## src/rtl/fixed_power_calc_if.sv

```systemverilog
// Handshake bundle between the fixed-point converters, the power
// calculator and the next processing stage.
interface fixed_power_calc_if #(
  parameter int W = 32
);
  logic         ACK_I;
  logic         ACK_V;
  logic [W-1:0] RESULT_I;
  logic [W-1:0] RESULT_V;
  logic [W-1:0] RESULT_P;
  logic         ACK_P;
  logic         BUSY;
  logic         OVF;
  logic         DROP;

  modport master (
    output ACK_I, ACK_V, RESULT_I, RESULT_V,
    input  RESULT_P, ACK_P, BUSY, OVF, DROP
  );

  modport slave (
    input  ACK_I, ACK_V, RESULT_I, RESULT_V,
    output RESULT_P, ACK_P, BUSY, OVF, DROP
  );
endinterface

```

## src/rtl/fixed_power_calc.sv

```systemverilog
// P = I*V in a common Q format via a W-cycle shift-add multiplier.
// Define FIXED_POWER_SAT_EN to saturate out-of-range results and flag OVF.
module fixed_power_calc #(
  parameter int W    = 32,
  parameter int FRAC = 20
) (
  input  logic               CLK,
  input  logic               RST,
  fixed_power_calc_if.slave  bus
);

  typedef enum logic [1:0] {
    IDLE,
    MULT,
    NORM
  } state_t;

  localparam logic [5:0]     LAST = 6'(W - 1);
  localparam logic [W-1:0]   ONE  = {{(W-1){1'b0}}, 1'b1};
  localparam logic [2*W-1:0] ONE2 = {{(2*W-1){1'b0}}, 1'b1};

  state_t         state_q, state_d;
  logic           ack_i_q, ack_v_q;
  logic [W-1:0]   i_q, i_d;
  logic [W-1:0]   v_q, v_d;
  logic           have_i_q, have_i_d;
  logic           have_v_q, have_v_d;
  logic [2*W-1:0] mcand_q, mcand_d;
  logic [2*W-1:0] acc_q, acc_d;
  logic [W-1:0]   mplier_q, mplier_d;
  logic [5:0]     cnt_q, cnt_d;
  logic           sign_q, sign_d;
  logic [W-1:0]   res_q, res_d;
  logic           ackp_q, ackp_d;
  logic           drop_q, drop_d;

  logic           edge_i, edge_v;
  logic [W-1:0]   i_nxt, v_nxt;
  logic [2*W-1:0] shifted;
  logic [2*W-1:0] signed_res;
  logic [W-1:0]   norm_val;

  function automatic logic [W-1:0] mag(input logic [W-1:0] x);
    return x[W-1] ? (~x + ONE) : x;
  endfunction

  assign edge_i = bus.ACK_I & ~ack_i_q;
  assign edge_v = bus.ACK_V & ~ack_v_q;
  assign i_nxt  = edge_i ? bus.RESULT_I : i_q;
  assign v_nxt  = edge_v ? bus.RESULT_V : v_q;

  // Truncate the magnitude first so negative results round toward zero.
  assign shifted    = acc_q >> FRAC;
  assign signed_res = sign_q ? (~shifted + ONE2) : shifted;

`ifdef FIXED_POWER_SAT_EN
  localparam logic [2*W-1:0] LIM_P =
    {{(W+1){1'b0}}, {(W-1){1'b1}}};
  localparam logic [2*W-1:0] LIM_N =
    {{W{1'b0}}, 1'b1, {(W-1){1'b0}}};
  localparam logic [W-1:0]   SAT_P = {1'b0, {(W-1){1'b1}}};
  localparam logic [W-1:0]   SAT_N = {1'b1, {(W-1){1'b0}}};

  logic ovf_q, ovf_d;
  logic ovf_pos, ovf_neg;

  assign ovf_pos = ~sign_q & (shifted > LIM_P);
  assign ovf_neg = sign_q & (shifted > LIM_N);

  always_comb begin
    norm_val = signed_res[W-1:0];
    unique case (1'b1)
      ovf_pos: norm_val = SAT_P;
      ovf_neg: norm_val = SAT_N;
      default: norm_val = signed_res[W-1:0];
    endcase
  end

  always_comb begin
    ovf_d = ovf_q;
    if (state_q == NORM) begin
      ovf_d = ovf_pos | ovf_neg;
    end
  end

  always_ff @(posedge CLK or posedge RST) begin
    if (RST) begin
      ovf_q <= 1'b0;
    end else begin
      ovf_q <= ovf_d;
    end
  end

  assign bus.OVF = ovf_q;
`else
  assign norm_val = signed_res[W-1:0];
  assign bus.OVF  = 1'b0;
`endif

  always_comb begin
    state_d  = state_q;
    i_d      = i_q;
    v_d      = v_q;
    have_i_d = have_i_q;
    have_v_d = have_v_q;
    mcand_d  = mcand_q;
    acc_d    = acc_q;
    mplier_d = mplier_q;
    cnt_d    = cnt_q;
    sign_d   = sign_q;
    res_d    = res_q;
    ackp_d   = 1'b0;
    drop_d   = drop_q;

    unique case (state_q)
      IDLE: begin
        if (edge_i) begin
          i_d      = bus.RESULT_I;
          have_i_d = 1'b1;
        end
        if (edge_v) begin
          v_d      = bus.RESULT_V;
          have_v_d = 1'b1;
        end
        if ((have_i_q | edge_i) &&
            (have_v_q | edge_v)) begin
          have_i_d = 1'b0;
          have_v_d = 1'b0;
          mcand_d  = {{W{1'b0}}, mag(i_nxt)};
          mplier_d = mag(v_nxt);
          acc_d    = '0;
          cnt_d    = '0;
          sign_d   = i_nxt[W-1] ^ v_nxt[W-1];
          state_d  = MULT;
        end
      end
      MULT: begin
        if (mplier_q[0]) begin
          acc_d = acc_q + mcand_q;
        end
        mcand_d  = mcand_q << 1;
        mplier_d = mplier_q >> 1;
        cnt_d    = cnt_q + 6'd1;
        if (cnt_q == LAST) begin
          state_d = NORM;
        end
      end
      NORM: begin
        res_d   = norm_val;
        ackp_d  = 1'b1;
        state_d = IDLE;
      end
      default: state_d = IDLE;
    endcase

    // Edges seen mid-computation are lost; remember that it happened.
    if (state_q != IDLE && (edge_i || edge_v)) begin
      drop_d = 1'b1;
    end
  end

  always_ff @(posedge CLK or posedge RST) begin
    if (RST) begin
      state_q  <= IDLE;
      ack_i_q  <= 1'b0;
      ack_v_q  <= 1'b0;
      i_q      <= '0;
      v_q      <= '0;
      have_i_q <= 1'b0;
      have_v_q <= 1'b0;
      mcand_q  <= '0;
      acc_q    <= '0;
      mplier_q <= '0;
      cnt_q    <= '0;
      sign_q   <= 1'b0;
      res_q    <= '0;
      ackp_q   <= 1'b0;
      drop_q   <= 1'b0;
    end else begin
      state_q  <= state_d;
      ack_i_q  <= bus.ACK_I;
      ack_v_q  <= bus.ACK_V;
      i_q      <= i_d;
      v_q      <= v_d;
      have_i_q <= have_i_d;
      have_v_q <= have_v_d;
      mcand_q  <= mcand_d;
      acc_q    <= acc_d;
      mplier_q <= mplier_d;
      cnt_q    <= cnt_d;
      sign_q   <= sign_d;
      res_q    <= res_d;
      ackp_q   <= ackp_d;
      drop_q   <= drop_d;
    end
  end

  assign bus.RESULT_P = res_q;
  assign bus.ACK_P    = ackp_q;
  assign bus.BUSY     = (state_q != IDLE);
  assign bus.DROP     = drop_q;

endmodule

```

## src/flat_wrapper.sv

```systemverilog
// flat-port wrapper written by rule: the top's interface ports become plain ports
module fixed_power_calc_flat 
#(
  parameter int W    = 32,
  parameter int FRAC = 20
)
  (CLK, RST, bus_ACK_I, bus_ACK_V, bus_RESULT_I, bus_RESULT_V, bus_RESULT_P, bus_ACK_P, bus_BUSY, bus_OVF, bus_DROP);
  fixed_power_calc_if #(.W(W)) bus_i ();
  input  logic CLK;
  input  logic RST;
  input wire logic [$bits(bus_i.ACK_I)-1:0] bus_ACK_I;
  input wire logic [$bits(bus_i.ACK_V)-1:0] bus_ACK_V;
  input wire logic [$bits(bus_i.RESULT_I)-1:0] bus_RESULT_I;
  input wire logic [$bits(bus_i.RESULT_V)-1:0] bus_RESULT_V;
  output wire logic [$bits(bus_i.RESULT_P)-1:0] bus_RESULT_P;
  output wire logic [$bits(bus_i.ACK_P)-1:0] bus_ACK_P;
  output wire logic [$bits(bus_i.BUSY)-1:0] bus_BUSY;
  output wire logic [$bits(bus_i.OVF)-1:0] bus_OVF;
  output wire logic [$bits(bus_i.DROP)-1:0] bus_DROP;
  assign bus_i.ACK_I = bus_ACK_I;
  assign bus_i.ACK_V = bus_ACK_V;
  assign bus_i.RESULT_I = bus_RESULT_I;
  assign bus_i.RESULT_V = bus_RESULT_V;
  assign bus_RESULT_P = bus_i.RESULT_P;
  assign bus_ACK_P = bus_i.ACK_P;
  assign bus_BUSY = bus_i.BUSY;
  assign bus_OVF = bus_i.OVF;
  assign bus_DROP = bus_i.DROP;
  fixed_power_calc #(.W(W), .FRAC(FRAC)) u_core (.CLK(CLK), .RST(RST), .bus(bus_i));
endmodule
```

## config.mk

```make
export PLATFORM = sky130hd
export DESIGN_NAME = fixed_power_calc_flat
export DESIGN_NICKNAME = d
export VERILOG_FILES = /design/src/rtl/fixed_power_calc_if.sv /design/src/rtl/fixed_power_calc.sv /design/src/flat_wrapper.sv
export SDC_FILE = /design/constraint.sdc
export NUM_CORES = 1
export LEC_CHECK = 0
export BUFFER_PORTS_ARGS = -buffer_cell sky130_fd_sc_hd__buf_2
export CORE_MARGIN = 10
export CORE_UTILIZATION = 30
export CTS_BUF_LIST = sky130_fd_sc_hd__clkbuf_8 sky130_fd_sc_hd__clkbuf_16
export DETAILED_ROUTE_END_ITERATION = 12
export GPL_TIMING_DRIVEN = 0
export PLACE_DENSITY = 0.51
export SETUP_SLACK_MARGIN = 0.4
export SKIP_CTS_REPAIR_TIMING = 1
export SYNTH_ARGS = -nofsm -noshare
export SYNTH_HDL_FRONTEND = slang
export SYNTH_SLANG_ARGS = --single-unit
```

## constraint.sdc

```tcl
create_clock -name CLK -period 8 [get_ports CLK]
set_input_delay 1.6 -clock CLK [delete_from_list [all_inputs] [get_ports CLK]]
set_output_delay 1.6 -clock CLK [all_outputs]
set_load 0.03 [all_outputs]
```

* Word-level counts from Yosys, hierarchy flattened
Cells that the tools add are included.
** Cells by class
- Add/sub/neg operators :: 5
- Reduce and logical (&&, ||, !) cells :: 14
- Bitwise operators :: 10
- Eq/ne operators :: 6
- Multiplexer cells :: 22
** Operator list (number)
- 64-bit case mux with 2 select lines :: 2
- 32-bit 2-to-1 mux :: 6
- 64-bit 2-to-1 mux :: 3
- 32-bit by 1-bit adder with 32-bit output (second input constant) :: 3
- 32-bit inverter :: 3
- 64-bit adder :: 1
- 32-bit case mux with 2 select lines :: 1
- 6-bit case mux with 2 select lines :: 1
- 2-bit AND reduction :: 5
- 2-bit nonzero test :: 4
- 6-bit by 1-bit adder with 6-bit output (second input constant) :: 1
- 6-bit by 5-bit == test with 1-bit output (second input constant) :: 1
- 6-bit 2-to-1 mux :: 1
- 2-bit by 1-bit inequality test with 1-bit output (second input constant) :: 3
- 1-bit 2-to-1 mux :: 5
- 2-bit 2-to-1 mux :: 2
- 2-bit case mux with 2 select lines :: 1
- 3-bit AND reduction :: 1
- 1-bit AND :: 2
- 2-bit by 1-bit == test with 1-bit output (second input constant) :: 1
- 2-bit == test (second input constant) :: 1
- 1-bit logical AND :: 2
- 2-bit zero test :: 1
- 1-bit inverter :: 2
- 3 further kinds :: 4
** Word-level totals
- Bits in registers :: 271
- Input port bits :: 68
- Output and inout bits :: 36
- Word-level logic and storage cells :: 72

* Longest topological paths before layout
Gate-level depths: netlist of run 1.
- Depth after elaboration :: 8
- Depth in mapped cells :: 16
- Depth with buffers taken out :: 13

* Worst setup path after synthesis of run 1
OpenSTA, ideal clock, no wires.
- Path type :: input to register
- Start :: input bus_ACK_V
- End :: register u_core.mplier_q[28]
- Stages on the path :: 16
- Setup time :: 136 ps
- Buffers on the path :: 4
- Arrival time :: 4862 ps
- Path slack :: 3002 ps
- Cells stage by stage :: nor2b_1 buf_2 buf_1 buf_2 buf_2 mux2i_1 ha_1 inv_1 a211oi_1 o21a_1 and2_1 and3_1 a31o_2 a21boi_0 xnor2_1 o21ai_0
** Between the ends
- Cells in the longest elaborated chain, start to end :: 7
- Elaborated cells between the ends (all ways) :: 11
- Classes of those cells :: add/sub (1); eq/ne (1); mux (4); bitwise (3); reduce/logical (2)
** RTL lines
- start: declaration :: line flat_wrapper.sv:12 : input wire logic [$bits(bus_i.ACK_V)-1:0] bus_ACK_V;
- 1-bit AND (*) :: line fixed_power_calc.sv:48 : assign edge_v = bus.ACK_V & ~ack_v_q;
- 32-bit 2-to-1 mux :: line fixed_power_calc.sv:50 : assign v_nxt = edge_v ? bus.RESULT_V : v_q;
- 32-bit inverter :: line fixed_power_calc.sv:44 : return x[W-1] ? (~x + ONE) : x;
- 32-bit by 1-bit adder with 32-bit output :: line fixed_power_calc.sv:44
- 32-bit 2-to-1 mux :: line fixed_power_calc.sv:44
- 32-bit 2-to-1 mux :: line fixed_power_calc.sv:125 : if ((have_i_q | edge_i) &&
- 32-bit case mux with 2 select lines :: line fixed_power_calc.sv:115 : unique case (state_q)
- end signal: assignment :: line fixed_power_calc.sv:189 : mplier_q <= mplier_d;
- end: declaration :: line fixed_power_calc.sv:30 : logic [W-1:0] mplier_q, mplier_d;
Every way passes the cells marked *; elsewhere a longest branch is shown, timed or not. The select of a mux whose other input is x is not followed.
A chain may end at the register's enable or synchronous reset.

* Final worst setup path of run 1
- Start :: input bus_ACK_I
- End :: register u_core.mcand_q[28]
** Between the ends
- Cells in the longest elaborated chain, start to end :: 7
- Elaborated cells between the ends (all ways) :: 11
- Classes of those cells :: add/sub (1); eq/ne (1); mux (4); bitwise (3); reduce/logical (2)
** RTL lines
- start: declaration :: line flat_wrapper.sv:11 : input wire logic [$bits(bus_i.ACK_I)-1:0] bus_ACK_I;
- 1-bit AND (*) :: line fixed_power_calc.sv:47 : assign edge_i = bus.ACK_I & ~ack_i_q;
- 32-bit 2-to-1 mux :: line fixed_power_calc.sv:49 : assign i_nxt = edge_i ? bus.RESULT_I : i_q;
- 32-bit inverter :: line fixed_power_calc.sv:44
- 32-bit by 1-bit adder with 32-bit output :: line fixed_power_calc.sv:44
- 32-bit 2-to-1 mux :: line fixed_power_calc.sv:44
- 64-bit 2-to-1 mux :: line fixed_power_calc.sv:125
- 64-bit case mux with 2 select lines :: line fixed_power_calc.sv:115
- end signal: assignment :: line fixed_power_calc.sv:187 : mcand_q <= mcand_d;
- end: declaration :: line fixed_power_calc.sv:28 : logic [2*W-1:0] mcand_q, mcand_d;
Marks and branches as above.

==> run_results.csv, run 1 <==
group,metric,value,unit
outcome,status,"finished, final reports clean",
grt,grt_pass1_vias,12764,
sta,period_needed,5960,ps
route,routed_wl,44600,um
grt,grt_usage,14.5,%
logic_synthesis,netlist_area,15300,um^2
sta,fmax,0.168,GHz
power,power.switching,2.92,mW
power,leakage,7.81,nW
grt,grt_pass1_wl,71900,um
critical_path,slowest_stage,"buf_1",
critical_path,worst_setup_path_start_kind,"input port",
placement,portBuffers,102,
logic_synthesis,synth_largest_area_cell,"dfrtp_1",
clock_network,tritoncts,"built",
floorplan,die_x,246,um
logic_synthesis,synth_seq_cells,247,
cells_and_area,antennaDiodeCount,0,
placement,hpwl,34200,um
cells_and_area,finalNetCount,1917,
grt,grt_max_degree,44,
critical_path,worstPathCellList,"buf_2, nand2b_1, buf_2, clkbuf_1, clkbuf_1, buf_1, buf_2, mux2i_1, ha_1, inv_1, nor3_1, a41oi_1, o21bai_1, a21oi_1, xnor2_1, o21ai_0",
route,post_drt_wl_per_cell,17.9,um
logic_synthesis,seq_area_frac_synth,40.5,%
logic_synthesis,synth_ff_type,"dfrtp_1",
sta,finalSetupTns,0,ps
power,pwr_density_cell,380,nW/um^2
sta,finalWorstSetupSlack,2040,ps
logic_synthesis,synth_top_cell_area_share,40.5,%
clock_network,clockBufferDepth,3,
critical_path,worst-setup-path-type,"input port to register",
placement,place_congestion,0.877,
critical_path,crit_path_frequent_cell,"buf_2",
power,ir_drop,0.195,mV
critical_path,arrival,6400,ps
critical_path,slowest_delay,600,ps
grt,antenna_found_initial,1,
floorplan,core,50200,um^2
clock_network,clkTransAtPathRegs,60,ps
placement,placed_area,16700,um^2
logic_synthesis,syn_avg_cell_area,9.23,um^2
sta,finClkSkew,25.6,ps
power,intPower,3.81,mW
logic_synthesis,synth_fp_nets,1777,
route,vias,12968,
sta,fin_crit_sh,74.6,%
sta,tightest_slew,893,ps
clock_network,cts_buffers,30,
logic_synthesis,async_flop_share,100,%
logic_synthesis,yosysMostFrequentCell,"dfrtp_1",
worst_hold_path,min_path_type,"register to register",
logic_synthesis,synth_edf_count,0,
power,clkPwrFrac,19.8,%
clock_network,cts_root_buf,"clkbuf_16",
floorplan,die_area,60300,um^2
route,drcViolationCount,0,
sta,finalHoldViolCount,0,
sta,finalSetupViolCount,0,
floorplan,initial_core_util,30.4,%
floorplan,design.portCount,104,
cells_and_area,areaGrowthSynthToFinish,16.0,%
run,drv_cap,0,
logic_synthesis,synthTopCellsByArea,"dfrtp_1 (41%), o21ai_0 (6.0%), mux2_2 (4.7%)",
power,p_sw_share,43.4,%
floorplan,die_h,246,um
clock_network,htreeDepth,1,
logic_synthesis,ys_types,70,
route,first_pass_iters,6,
sta,slew_headroom,40.5,%
route,drtIter0Drc,896,
cells_and_area,drive_above_1_share,13.7,%
cells_and_area,final_cell_area,17700,um^2
grt,grt_overflow,0,
critical_path,worstSetupEndpointType,"register",
placement,dp_slack,1480,ps
floorplan,num_rows,82,
route,vias_per_cell,5.22,
logic_synthesis,syn_inst,1653,
critical_path,path_delay_family,"buffers and inverters",
critical_path,crit_required,8440,ps
sta,slew_violations,0,
power,p_seq_share,32.5,%
logic_synthesis,synth_warnings,0,
route,antenna_left,0,
critical_path,cp_max_fo,10,
clock_network,insertion_delay,580,ps
power,combPwrFrac,47.7,%
sta,rsz0062_at_grt,"no",
logic_synthesis,synthTopCellsByCount,"dfrtp_1 (247), o21ai_0 (183), nand2_1 (122)",
clock_network,clkSinkCount,247,
critical_path,crit_buf_inv,7,
## worst register-to-register path, stage by stage, from the launching register on
cell	delay (ps)
dfrtp_1	330
nand2b_1	90
buf_2	240
clkbuf_1	490
clkbuf_1	570
buf_1	600
buf_2	470
mux2i_1	330
ha_1	190
inv_1	60
nor3_1	350
a41oi_1	410
o21bai_1	390
a21oi_1	270
xnor2_1	170
o21ai_0	90
## layout by cell type (no fill, tap or decap), drive strengths merged, types with 8 or more instances in the layout
cell / instances
a22oi: 47
clkbuf: 107
o211ai: 8
o21a: 11
nor2b: 9
a21oi: 95
xnor2: 58
nand2: 122
or3: 13
nand4: 12
dfrtp: 247
a21o: 23
nand2b: 14
o21ai: 186
inv: 30
mux2i: 71
mux2: 64
buf: 132
o31ai: 19
nand3: 67
nor2: 113
a22o: 22
a31oi: 13
and2: 9
a211oi: 9
nor3: 76
xor2: 77
ha: 55
## metal layers
metal	share of wire [%]	GRT usage, %	wire length, um
met1	47	20.0	21100
met2	45	23.2	20200
met3	5.5	2.37	2450
met4	1.9	3.59	860
met5	0.029	0	13
## cells by family (layout without fill, tap and decap cells)
family / Yosys count / in the layout / share of synthesized area [%]
buf+inv: 119 / 279 / 3.03
fa+ha+maj: 56 / 56 / 4.64
xor+xnor: 135 / 135 / 7.75
simple gates: 471 / 471 / 14.7
other cells: 1 / 1 / 0.0246
mux: 135 / 135 / 9.38
compound gates: 489 / 489 / 20.0
flops: 247 / 247 / 40.5
## power groups by stage
| stage | clock network [mW] | logic (mW) | registers [mW] |
|---|---|---|---|
| after floorplan | 0 | 2.43 | 2.07 |
| after global placement | 0 | 3.17 | 2.19 |
| after detailed placement | 0 | 3.21 | 2.20 |
| after CTS | 1.38 | 3.22 | 2.18 |
| after global routing | 1.43 | 3.63 | 2.26 |
| final | 1.33 | 3.21 | 2.19 |
## state kept, by name, summed over array words and instances (netlist names)
signal / flops
u_core.have_i_q: 1
u_core.sign_q: 1
u_core.ack_v_q: 1
u_core.bus.ACK_P: 1
u_core.state_q: 2
u_core.ack_i_q: 1
u_core.i_q: 32
u_core.bus.RESULT_P: 32
u_core.v_q: 32
u_core.acc_q: 52
u_core.mplier_q: 32
u_core.cnt_q: 6
u_core.have_v_q: 1
u_core.mcand_q: 52
u_core.bus.DROP: 1
## stage by stage
step	std cells	utilization [%]	hold WS [ps]	total power, mW
floorplan	1653	-	451	4.50
global placement	2427	33.1	449	5.35
detailed placement	2433	33.3	447	5.41
CTS	2485	35.3	471	6.78
global route	2485	35.3	500	7.31
finish	2485	35.3	467	6.73
## final timing paths
path                            cells after the start                  to       startpoint  slack (ps)
worst min register to register                      1     u_core.bus.DROP  u_core.bus.DROP         470
worst min-delay path                                1     u_core.bus.DROP  u_core.bus.DROP         470
min in group asynchronous                           2      u_core.i_q[19]              RST        1170
worst max-delay path                               16  u_core.mcand_q[28]        bus_ACK_I        2040
worst max register to register                     15  u_core.mcand_q[28]   u_core.ack_i_q        2820
max in group asynchronous                           4      u_core.v_q[24]              RST        5860
## area by class of cell
type,count,area (um^2)
Inverter,23,90.1
Clock inverter,17,130
Clock buffer,35,831
Buffer,96,375
Multi-Input combinational cell,1287,8610
Timing Repair Buffer,108,631
Sequential cell,247,6180
Fill cell,5121,32500
Tap cell,672,841
(Power assumes the default switching activity.)
==> inputs of run 2 (changes only) <==
Settings changed: ABC_AREA from default to 1.
Clock period 8 ns to 5.2 ns, I/O delays scaled along.
==> run 2 against run 1 <==
Net effect: worst setup slack worse by 240 ps; first-iteration DRC count grew 38%; non-clock buffer count fell by 4; sequential cell count stayed put; sequential share of layout area fell by 4.6 points; largest cell class unchanged.
==> run_results.csv, run 2 <==
group,metric,value,unit
outcome,status,"finished, final reports clean",
sta,fmax,0.294,GHz
clock_network,insertion_delay,620,ps
power,pwr_density_cell,679,nW/um^2
grt,grt_overflow,0,
critical_path,arrival,2370,ps
cells_and_area,finalNetCount,2985,
route,post_drt_wl_per_cell,17.7,um
route,vias_per_cell,4.92,
sta,slew_violations,0,
route,drcViolationCount,0,
logic_synthesis,ys_types,49,
critical_path,crit_buf_inv,4,
placement,place_congestion,0.962,
power,ir_drop,0.390,mV
grt,met1_usage,25.0,%
route,antenna_left,0,
sta,finalHoldViolCount,0,
critical_path,crit_required,4160,ps
cells_and_area,nFillCells,6378,
clock_network,htreeDepth,1,
route,drtIter0Drc,1234,
floorplan,die_area,68700,um^2
cells_and_area,utilization,35.1,%
logic_synthesis,synth_warnings,0,
critical_path,slowest_delay,530,ps
cells_and_area,areaGrowthSynthToFinish,15.8,%
grt,busiest_layer,"met2",
floorplan,num_rows,88,
cells_and_area,mostFrequentLayoutCells,"nand2_1 (931), inv_1 (316), nor2_1 (282)",
cells_and_area,antennaDiodeCount,0,
grt,grt_max_degree,40,
sta,tightest_slew,861,ps
cells_and_area,layout_commonest_cell,"nand2_1",
critical_path,worst-setup-path-type,"register to output pin",
clock_network,cts_buffers,30,
critical_path,worstPathCellList,"buf_2, nor2_2, inv_2, clkbuf_1, buf_2",
floorplan,die_x,262,um
logic_synthesis,yosysMostFrequentCell,"nand2_1",
grt,grt_pass1_wl,101000,um
logic_synthesis,synth_seq_cells,247,
floorplan,core,57900,um^2
critical_path,slowest_stage,"clkbuf_1",
cells_and_area,final_cell_area,20400,um^2
placement,dp_slack,1570,ps
placement,placed_area,19200,um^2
clock_network,tritoncts,"built",
cells_and_area,top_regs,"u_core.acc_q: 52 flops, u_core.mcand_q: 52 flops",
logic_synthesis,synth_ff_type,"dfrtp_1",
logic_synthesis,async_flop_share,100,%
critical_path,crit_path_frequent_cell,"buf_2",
clock_network,clkSinkCount,247,
placement,portBuffers,102,
clock_network,clockBufferDepth,3,
grt,grt_usage,18.6,%
grt,antenna_found_initial,1,
sta,finClkSkew,24.5,ps
power,leakage,10.3,nW
logic_synthesis,synth_top_cell_area_share,35.2,%
critical_path,path_delay_family,"buffers and inverters",
sta,finalSetupTns,0,ps
floorplan,die_h,262,um
logic_synthesis,synth_fp_nets,2843,
grt,grt_pass1_vias,17563,
critical_path,cp_num_cells,5,
critical_path,reg2reg_from,"u_core.state_q[0]",
run,drv_cap,0,
grt,gr-usage-met3,1.94,%
critical_path,startpoint,"u_core.state_q[0]",
sta,rsz0062_at_grt,"no",
logic_synthesis,synth_largest_area_cell,"dfrtp_1",
cells_and_area,drive_above_1_share,9.19,%
logic_synthesis,synthTopCellsByArea,"dfrtp_1 (35%), nand2_1 (20%), inv_1 (6.7%)",
worst_hold_path,min_path_type,"input port to async pin",
placement,hpwl,52400,um
clock_network,cts_root_buf,"clkbuf_16",
clock_network,clkTransAtPathRegs,70,ps
floorplan,design.portCount,104,
sta,slew_headroom,42.4,%
critical_path,r2r_slack,2080,ps
logic_synthesis,synthTopCellsByCount,"nand2_1 (931), inv_1 (312), nor2_1 (282)",
sta,period_needed,3410,ps
critical_path,worst_setup_path_start_kind,"register",
critical_path,ff2ff_path_depth,10,
logic_synthesis,syn_avg_cell_area,6.47,um^2
route,vias,17972,
route,first_pass_iters,5,
logic_synthesis,syn_inst,2719,
logic_synthesis,synth_edf_count,0,
sta,fin_crit_sh,65.5,%
critical_path,cp_max_fo,10,
critical_path,worstSetupEndpointType,"output pin",
logic_synthesis,netlist_area,17600,um^2
critical_path,worst_r2r_endpoint,"u_core.acc_q[14]",
floorplan,initial_core_util,30.4,%
route,routed_wl,64400,um
sta,finalWorstSetupSlack,1790,ps
logic_synthesis,seq_area_frac_synth,35.2,%
grt,use_met2,31.3,%
sta,finalSetupViolCount,0,
==> run 2: cells by family (layout without fill, tap and decap cells) <==
logic type | Yosys count | in the layout | synth area share [%]
adder cells (fa/ha/maj) | 56 | 56 | 4.03
buffers and inverters | 416 | 582 | 9.71
XOR/XNOR | 31 | 31 | 1.54
AO/OA/AOI/OAI | 476 | 476 | 14.7
other | 1 | 1 | 0.0213
AND/OR/NAND/NOR | 1492 | 1492 | 34.8
flip-flops | 247 | 247 | 35.2
==> run 2: routing by layer <==
metal / part of all wire (%) / vias up
met5: 0 / -
met4: 2.8 / 0
met3: 4.7 / 90
met2: 46 / 482
met1: 46 / 8366
li1: - / 9034
==> run 2: worst max-delay path by stage <==
stage | endpoint | slack [ps]
6_report | bus_BUSY | 1790
4_1_cts | bus_BUSY | 1780
2_1_floorplan | u_core.acc_q[0] | 910
3_3_place_gp | u_core.v_q[28] | -950
3_5_place_dp | u_core.acc_q[3] | 1570
5_1_grt | bus_BUSY | 1700
==> run 2: area by class of cell <==
cell class                      instances  area [um^2]  area share, %
Buffer                                 90          484           2.38
Clock buffer                           36          833           4.09
Inverter                              326         1230           6.03
Sequential cell                       247         6180           30.4
Timing Repair Buffer                  110          671           3.30
Clock inverter                         20          307           1.51
Tap cell                              765          957           4.70
Multi-Input combinational cell       2056         9690           47.6
==> run 2: through the flow <==
stage	total power [mW]	hold WS, ps	instances
floorplan	8.86	444	2719
global placement	11.3	449	3586
detailed placement	11.4	455	3594
CTS	13.9	377	3650
global route	15.1	404	3650
finish	13.8	398	3650
==> run 2: power by group <==
group          total (mW)  switching, mW  internal (mW)
Clock                2.43          0.940           1.49
Sequential           3.56          0.761           2.80
Combinational        7.84           5.38           2.46
Total                13.8           7.08           6.75
